**src/rtl/gen_sel_sched_if.sv**
```systemverilog
// rtl/gen_sel_sched_if.sv - request/data/grant/result bundle for gen_sel_sched
interface gen_sel_sched_if;
  logic       req_a;
  logic       req_b;
  logic [3:0] a;
  logic [3:0] b;
  logic       gnt_a;
  logic       gnt_b;
  logic       sel;
  logic [3:0] y;
  logic [3:0] z;
  logic       out_valid;

  // requester side: drives requests and data, observes grants and results
  modport master (
    output req_a, req_b, a, b,
    input  gnt_a, gnt_b, sel, y, z, out_valid
  );

  // scheduler side
  modport slave (
    input  req_a, req_b, a, b,
    output gnt_a, gnt_b, sel, y, z, out_valid
  );
endinterface

```
**src/rtl/gen_sel_sched.sv**
```systemverilog
// rtl/gen_sel_sched.sv - two-requester round-robin mux scheduler with hold counter; GEN_SEL_SCHED_CNT_EN adds cnt_a/cnt_b occupancy counters
module gen_sel_sched #(
  parameter int HOLD = 2
) (
  input  logic            clk,
  input  logic            rst_n,
  gen_sel_sched_if.slave  bus
`ifdef GEN_SEL_SCHED_CNT_EN
  ,
  output logic [7:0]      cnt_a,
  output logic [7:0]      cnt_b
`endif
);

  typedef enum logic [1:0] {
    IDLE  = 2'd0,
    OWN_A = 2'd1,
    OWN_B = 2'd2
  } state_t;

  // value loaded on every grant entry so a grant spans HOLD cycles
  localparam logic [3:0] HOLD_LOAD = 4'(HOLD - 1);

  state_t     state;
  state_t     state_nxt;
  logic [3:0] hold_cnt;
  logic [3:0] hold_nxt;
  logic       last_b;       // 1: B was served last, so A wins the next tie
  logic       last_b_nxt;

  logic       gnt_a_q;
  logic       gnt_b_q;
  logic       sel_q;
  logic       out_valid_q;
  logic [3:0] y_q;
  logic [3:0] z_q;

  // next-state selection: round-robin from IDLE, hold/early-release inside a grant
  always_comb begin
    state_nxt  = state;
    hold_nxt   = hold_cnt;
    last_b_nxt = last_b;
    case (state)
      IDLE: begin
        if (bus.req_a && (!bus.req_b || last_b)) begin
          state_nxt = OWN_A;
          hold_nxt  = HOLD_LOAD;
        end else if (bus.req_b) begin
          state_nxt = OWN_B;
          hold_nxt  = HOLD_LOAD;
        end
      end
      OWN_A: begin
        if (!bus.req_a || hold_cnt == 4'd0) begin
          last_b_nxt = 1'b0;
          if (bus.req_b) begin
            state_nxt = OWN_B;
            hold_nxt  = HOLD_LOAD;
          end else if (bus.req_a) begin
            state_nxt = OWN_A;
            hold_nxt  = HOLD_LOAD;
          end else begin
            state_nxt = IDLE;
            hold_nxt  = 4'd0;
          end
        end else begin
          hold_nxt = hold_cnt - 4'd1;
        end
      end
      OWN_B: begin
        if (!bus.req_b || hold_cnt == 4'd0) begin
          last_b_nxt = 1'b1;
          if (bus.req_a) begin
            state_nxt = OWN_A;
            hold_nxt  = HOLD_LOAD;
          end else if (bus.req_b) begin
            state_nxt = OWN_B;
            hold_nxt  = HOLD_LOAD;
          end else begin
            state_nxt = IDLE;
            hold_nxt  = 4'd0;
          end
        end else begin
          hold_nxt = hold_cnt - 4'd1;
        end
      end
      default: begin
        state_nxt = IDLE;
        hold_nxt  = 4'd0;
      end
    endcase
  end

  // state, registered grants, and steering results captured during granted cycles
  always_ff @(posedge clk or negedge rst_n) begin
    if (!rst_n) begin
      state       <= IDLE;
      hold_cnt    <= 4'd0;
      last_b      <= 1'b1;
      gnt_a_q     <= 1'b0;
      gnt_b_q     <= 1'b0;
      sel_q       <= 1'b0;
      out_valid_q <= 1'b0;
      y_q         <= 4'd0;
      z_q         <= 4'd0;
    end else begin
      state       <= state_nxt;
      hold_cnt    <= hold_nxt;
      last_b      <= last_b_nxt;
      gnt_a_q     <= (state_nxt == OWN_A);
      gnt_b_q     <= (state_nxt == OWN_B);
      sel_q       <= (state_nxt == OWN_A);
      out_valid_q <= (state != IDLE);
      if (state != IDLE) begin
        y_q <= sel_q ? bus.a : bus.b;
        z_q <= sel_q ? bus.b : bus.a;
      end
    end
  end

  assign bus.gnt_a     = gnt_a_q;
  assign bus.gnt_b     = gnt_b_q;
  assign bus.sel       = sel_q;
  assign bus.out_valid = out_valid_q;
  assign bus.y         = y_q;
  assign bus.z         = z_q;

`ifdef GEN_SEL_SCHED_CNT_EN
  // free-running occupancy counters, wrap at 255
  always_ff @(posedge clk or negedge rst_n) begin
    if (!rst_n) begin
      cnt_a <= 8'd0;
      cnt_b <= 8'd0;
    end else begin
      if (state == OWN_A) cnt_a <= cnt_a + 8'd1;
      if (state == OWN_B) cnt_b <= cnt_b + 8'd1;
    end
  end
`endif

endmodule

```
**src/flat_wrapper.sv**
```systemverilog
// flat-port wrapper written by rule: the top's interface ports become plain ports
module gen_sel_sched_flat 
#(
  parameter int HOLD = 2
)
  (clk, rst_n, bus_req_a, bus_req_b, bus_a, bus_b, bus_gnt_a, bus_gnt_b, bus_sel, bus_y, bus_z, bus_out_valid);
  gen_sel_sched_if bus_i ();
  input  logic clk;
  input  logic rst_n;
  input wire logic [$bits(bus_i.req_a)-1:0] bus_req_a;
  input wire logic [$bits(bus_i.req_b)-1:0] bus_req_b;
  input wire logic [$bits(bus_i.a)-1:0] bus_a;
  input wire logic [$bits(bus_i.b)-1:0] bus_b;
  output wire logic [$bits(bus_i.gnt_a)-1:0] bus_gnt_a;
  output wire logic [$bits(bus_i.gnt_b)-1:0] bus_gnt_b;
  output wire logic [$bits(bus_i.sel)-1:0] bus_sel;
  output wire logic [$bits(bus_i.y)-1:0] bus_y;
  output wire logic [$bits(bus_i.z)-1:0] bus_z;
  output wire logic [$bits(bus_i.out_valid)-1:0] bus_out_valid;
  assign bus_i.req_a = bus_req_a;
  assign bus_i.req_b = bus_req_b;
  assign bus_i.a = bus_a;
  assign bus_i.b = bus_b;
  assign bus_gnt_a = bus_i.gnt_a;
  assign bus_gnt_b = bus_i.gnt_b;
  assign bus_sel = bus_i.sel;
  assign bus_y = bus_i.y;
  assign bus_z = bus_i.z;
  assign bus_out_valid = bus_i.out_valid;
  gen_sel_sched #(.HOLD(HOLD)) u_core (.clk(clk), .rst_n(rst_n), .bus(bus_i));
endmodule
```
**config.mk**
```make
export PLATFORM = sky130hd
export DESIGN_NAME = gen_sel_sched_flat
export DESIGN_NICKNAME = d
export VERILOG_FILES = /design/src/rtl/gen_sel_sched_if.sv /design/src/rtl/gen_sel_sched.sv /design/src/flat_wrapper.sv
export SDC_FILE = /design/constraint.sdc
export NUM_CORES = 1
export LEC_CHECK = 0
export ABC_AREA = 1
export CORE_UTILIZATION = 44
export DETAILED_ROUTE_END_ITERATION = 10
export PLACE_DENSITY = 0.85
export RECOVER_POWER = 100
export SLEW_MARGIN = 20
export SYNTH_ARGS = -nofsm -noshare
export SYNTH_HDL_FRONTEND = slang
export SYNTH_SLANG_ARGS = --single-unit
```
**constraint.sdc**
```tcl
create_clock -name clk -period 1.3 [get_ports clk]
set_input_delay 0.26 -clock clk [delete_from_list [all_inputs] [get_ports clk]]
set_output_delay 0.26 -clock clk [all_outputs]
set_load 0.01 [all_outputs]
```
==> results.json <==
{
  "cts_tree": "built",
  "dpl_worst_slack_ns": -0.2719,
  "hold_slack_ns": 0.4371,
  "tns_ns": -0.2919,
  "fmax_mhz": 733.3,
  "finalSetupViolCount": 8,
  "clock_sinks": 18,
  "routed_wl_um": 2657,
  "critPathMaxStageDelay_ns": 0.47,
  "violations": "setup timing",
  "p_leak_nw": 0.7441,
  "min_period_ns": 1.364,
  "port-buffer-count": 23,
  "clkTransAtPathRegs_ns": 0.10,
  "min_path_type": "primary input to asynchronous set/reset pin",
  "antenna_found_initial": 0,
  "required_ns": 1.49,
  "synth_area_um2": 1023,
  "diodes": 0,
  "finalPower_w": 0.003705,
  "grt.total_usage": 0.2326,
  "rows": 17,
  "die_x_um": 50.23,
  "yosysTopAreaCell": "dfrtp_1",
  "worstMarginPinSlew_ns": 0.4407,
  "skew_ns": 0.003375,
  "cts_max_level": 1,
  "cts_made_buffers": 3,
  "dp_cells": 189,
  "multi_input_area_um2": 583.1,
  "maxCapViolations": 0,
  "grt_max_degree": 19,
  "cp_max_fo": 3,
  "hpwl_um": 1794,
  "core-area_um2": 2212,
  "power_density_nw_per_um2": 2367,
  "initial_core_util": 0.4627,
  "final-seq-area_um2": 454.2,
  "ys_ff_latch": 18,
  "grt_pass1_wl_um": 4388,
  "synth_cells": 128,
  "slew_violations": 0,
  "worstPathArrival_ns": 1.55,
  "syn_avg_cell_area_um2": 7.996,
  "ys_warn_count": 0,
  "critPathLaunchType": "register",
  "hold_viol_final": 0,
  "drc": 0,
  "area_growth_pct": 52.93,
  "crit_slowest_cell": "dfrtp_2",
  "finalNetCount": 191,
  "clockBufferDepth": 2,
  "crit_path_end_kind": "register",
  "vias": 1016,
  "cp_cell_sequence": "inv_4 > ha_4 > nand2_2 > nand2_2 > nand3_2 > nand2_2 > nor2_2 > nor2_2 > nor2_2",
  "outcome": "finished with violations",
  "seq_area_frac_synth": 0.4413,
  "setup.worst_path.class": "register to register",
  "drive_above_1_share": 0.3642,
  "final.fill_count": 176,
  "die-area_um2": 2523,
  "fin_cells": 201,
  "grt_pass1_vias": 1028,
  "rsz0062_at_grt": "yes",
  "ys_top_cells_by_area": "dfrtp_1, nand2_1, ha_1",
  "drtIter0Drc": 27,
  "ir_worst_vdd_mv": 1.631,
  "yosysTopAreaCellShare": 0.4156,
  "die_h_um": 50.23,
  "gp_congestion": 0.9572,
  "max_slew_margin": 0.7062,
  "cts-root-buf": "clkbuf_4",
  "first_pass_iters": 4,
  "fin_crit_sh": 1.049,
  "wire_per_inst_um": 13.22,
  "overflow": 0,
  "clk_latency_ns": 0.29,
  "synth_nets": 145,
  "setup_ws_ns": -0.06365,
  "cts_hold_buf": 0,
  "yosys.cell_types.count": 25,
  "via_per_inst": 5.055,
  "ios": 24,
  "final_antenna_net_count": 0
}
worst paths after layout:
kind / start / endpoint / slack, ns / cells after the start
max in group asynchronous: rst_n / u_core.last_b / 0.53 / 2
max reg2reg: u_core.state[0] / u_core.bus.gnt_b / -0.06 / 9
min reg2reg: u_core.bus.z[2] / u_core.bus.z[2] / 0.49 / 1
min in group clk: u_core.bus.z[2] / u_core.bus.z[2] / 0.49 / 1
min: rst_n / u_core.hold_cnt[1] / 0.44 / 2
max: u_core.state[0] / u_core.bus.gnt_b / -0.06 / 9
registers in the layout (all words and copies together) (netlist names):
name                  count
u_core.state              2
u_core.hold_cnt           4
u_core.bus.out_valid      1
u_core.bus.gnt_b          1
u_core.bus.y              4
u_core.bus.z              4
u_core.bus.gnt_a          1
u_core.last_b             1
cells by family after synthesis:
logic type,Yosys count,share of synthesized area
DFF,18,0.4413
xor gates and xnor gates,2,0.01712
AOI/OAI and AO/OA,26,0.1565
adders and majority gates,5,0.06112
and+or+nand+nor,54,0.2298
buffers and inverters,23,0.09413
layout make-up:
type	instances	share of cell area
Multi-Input combinational cell	87	0.3725
Inverter	18	0.04636
Timing Repair Buffer	46	0.2518
Tap cell	28	0.02238
Clock buffer	4	0.01679
Sequential cell	18	0.2902
report_power, final:
part           switching [W]  total [W]  internal (W)
clock network       0.000165   0.000284      0.000119
logic                0.00120    0.00240       0.00120
registers           0.000184    0.00102      0.000839
worst max-delay path, delay by kind of cell (launching register included):
| family | cells | cell delay [ns] |
|---|---|---|
| DFF | 1 | 0.47 |
| buffers and inverters | 1 | 0.10 |
| and+or+nand+nor | 7 | 0.54 |
| adders and majority gates | 1 | 0.14 |
through the flow:
| step | instance area (µm²) | utilization |
|---|---|---|
| after global placement | 1373 | 0.6205 |
| final | 1565 | 0.7076 |
| after detailed placement | 1373 | 0.6205 |
| after global routing | 1565 | 0.7076 |
| after floorplan | 1023 | - |
| after CTS | 1495 | 0.6759 |
metal layers:
metal | GRT usage | share of wire
met5 | 0 | 0
met4 | 0.08095 | 0.0041
met3 | 0.03333 | 0.045
met2 | 0.4356 | 0.53
met1 | 0.2635 | 0.42
synth_stat cells:
cell	n
a31oi_1	1
nor2_2	4
a21oi_1	1
nand2_1	32
nand2_2	3
buf_2	2
o21ai_1	1
inv_2	2
nand4_1	1
o21ai_0	11
nand3_1	8
dfstp_2	1
clkbuf_1	1
inv_1	16
o22ai_1	2
nor2_1	5
xor2_1	1
ha_1	5
dfrtp_1	17
buf_4	2
o211ai_1	5
o21a_1	4
xnor2_1	1
or2_1	1
o21ai_2	1
placed cells by master, fill, tap and decap left out, drive strengths merged, types with 2 or more instances in the layout:
cell type      Yosys  routed
o22ai              2       2
dlygate4sd2        0      12
clkbuf             1       5
o21ai             13      13
inv               18      18
ha                 5       5
nand3              8       8
buf                4      22
nand2             35      35
dfrtp             17      17
nor2               9       9
o211ai             5       5
o21a               4       4
clkdlybuf4s50      0      10
what timing repair did:
| action | in CTS | in global routing |
|---|---|---|
| setup endpoints to repair | 25 | 13 |
| cloned | 0 | 1 |
| pin swaps | 14 | 6 |
| gates resized for setup | 37 | 15 |
| buffers inserted | 3 | 4 |
Note: power is estimated with default switching activity, not from simulation.
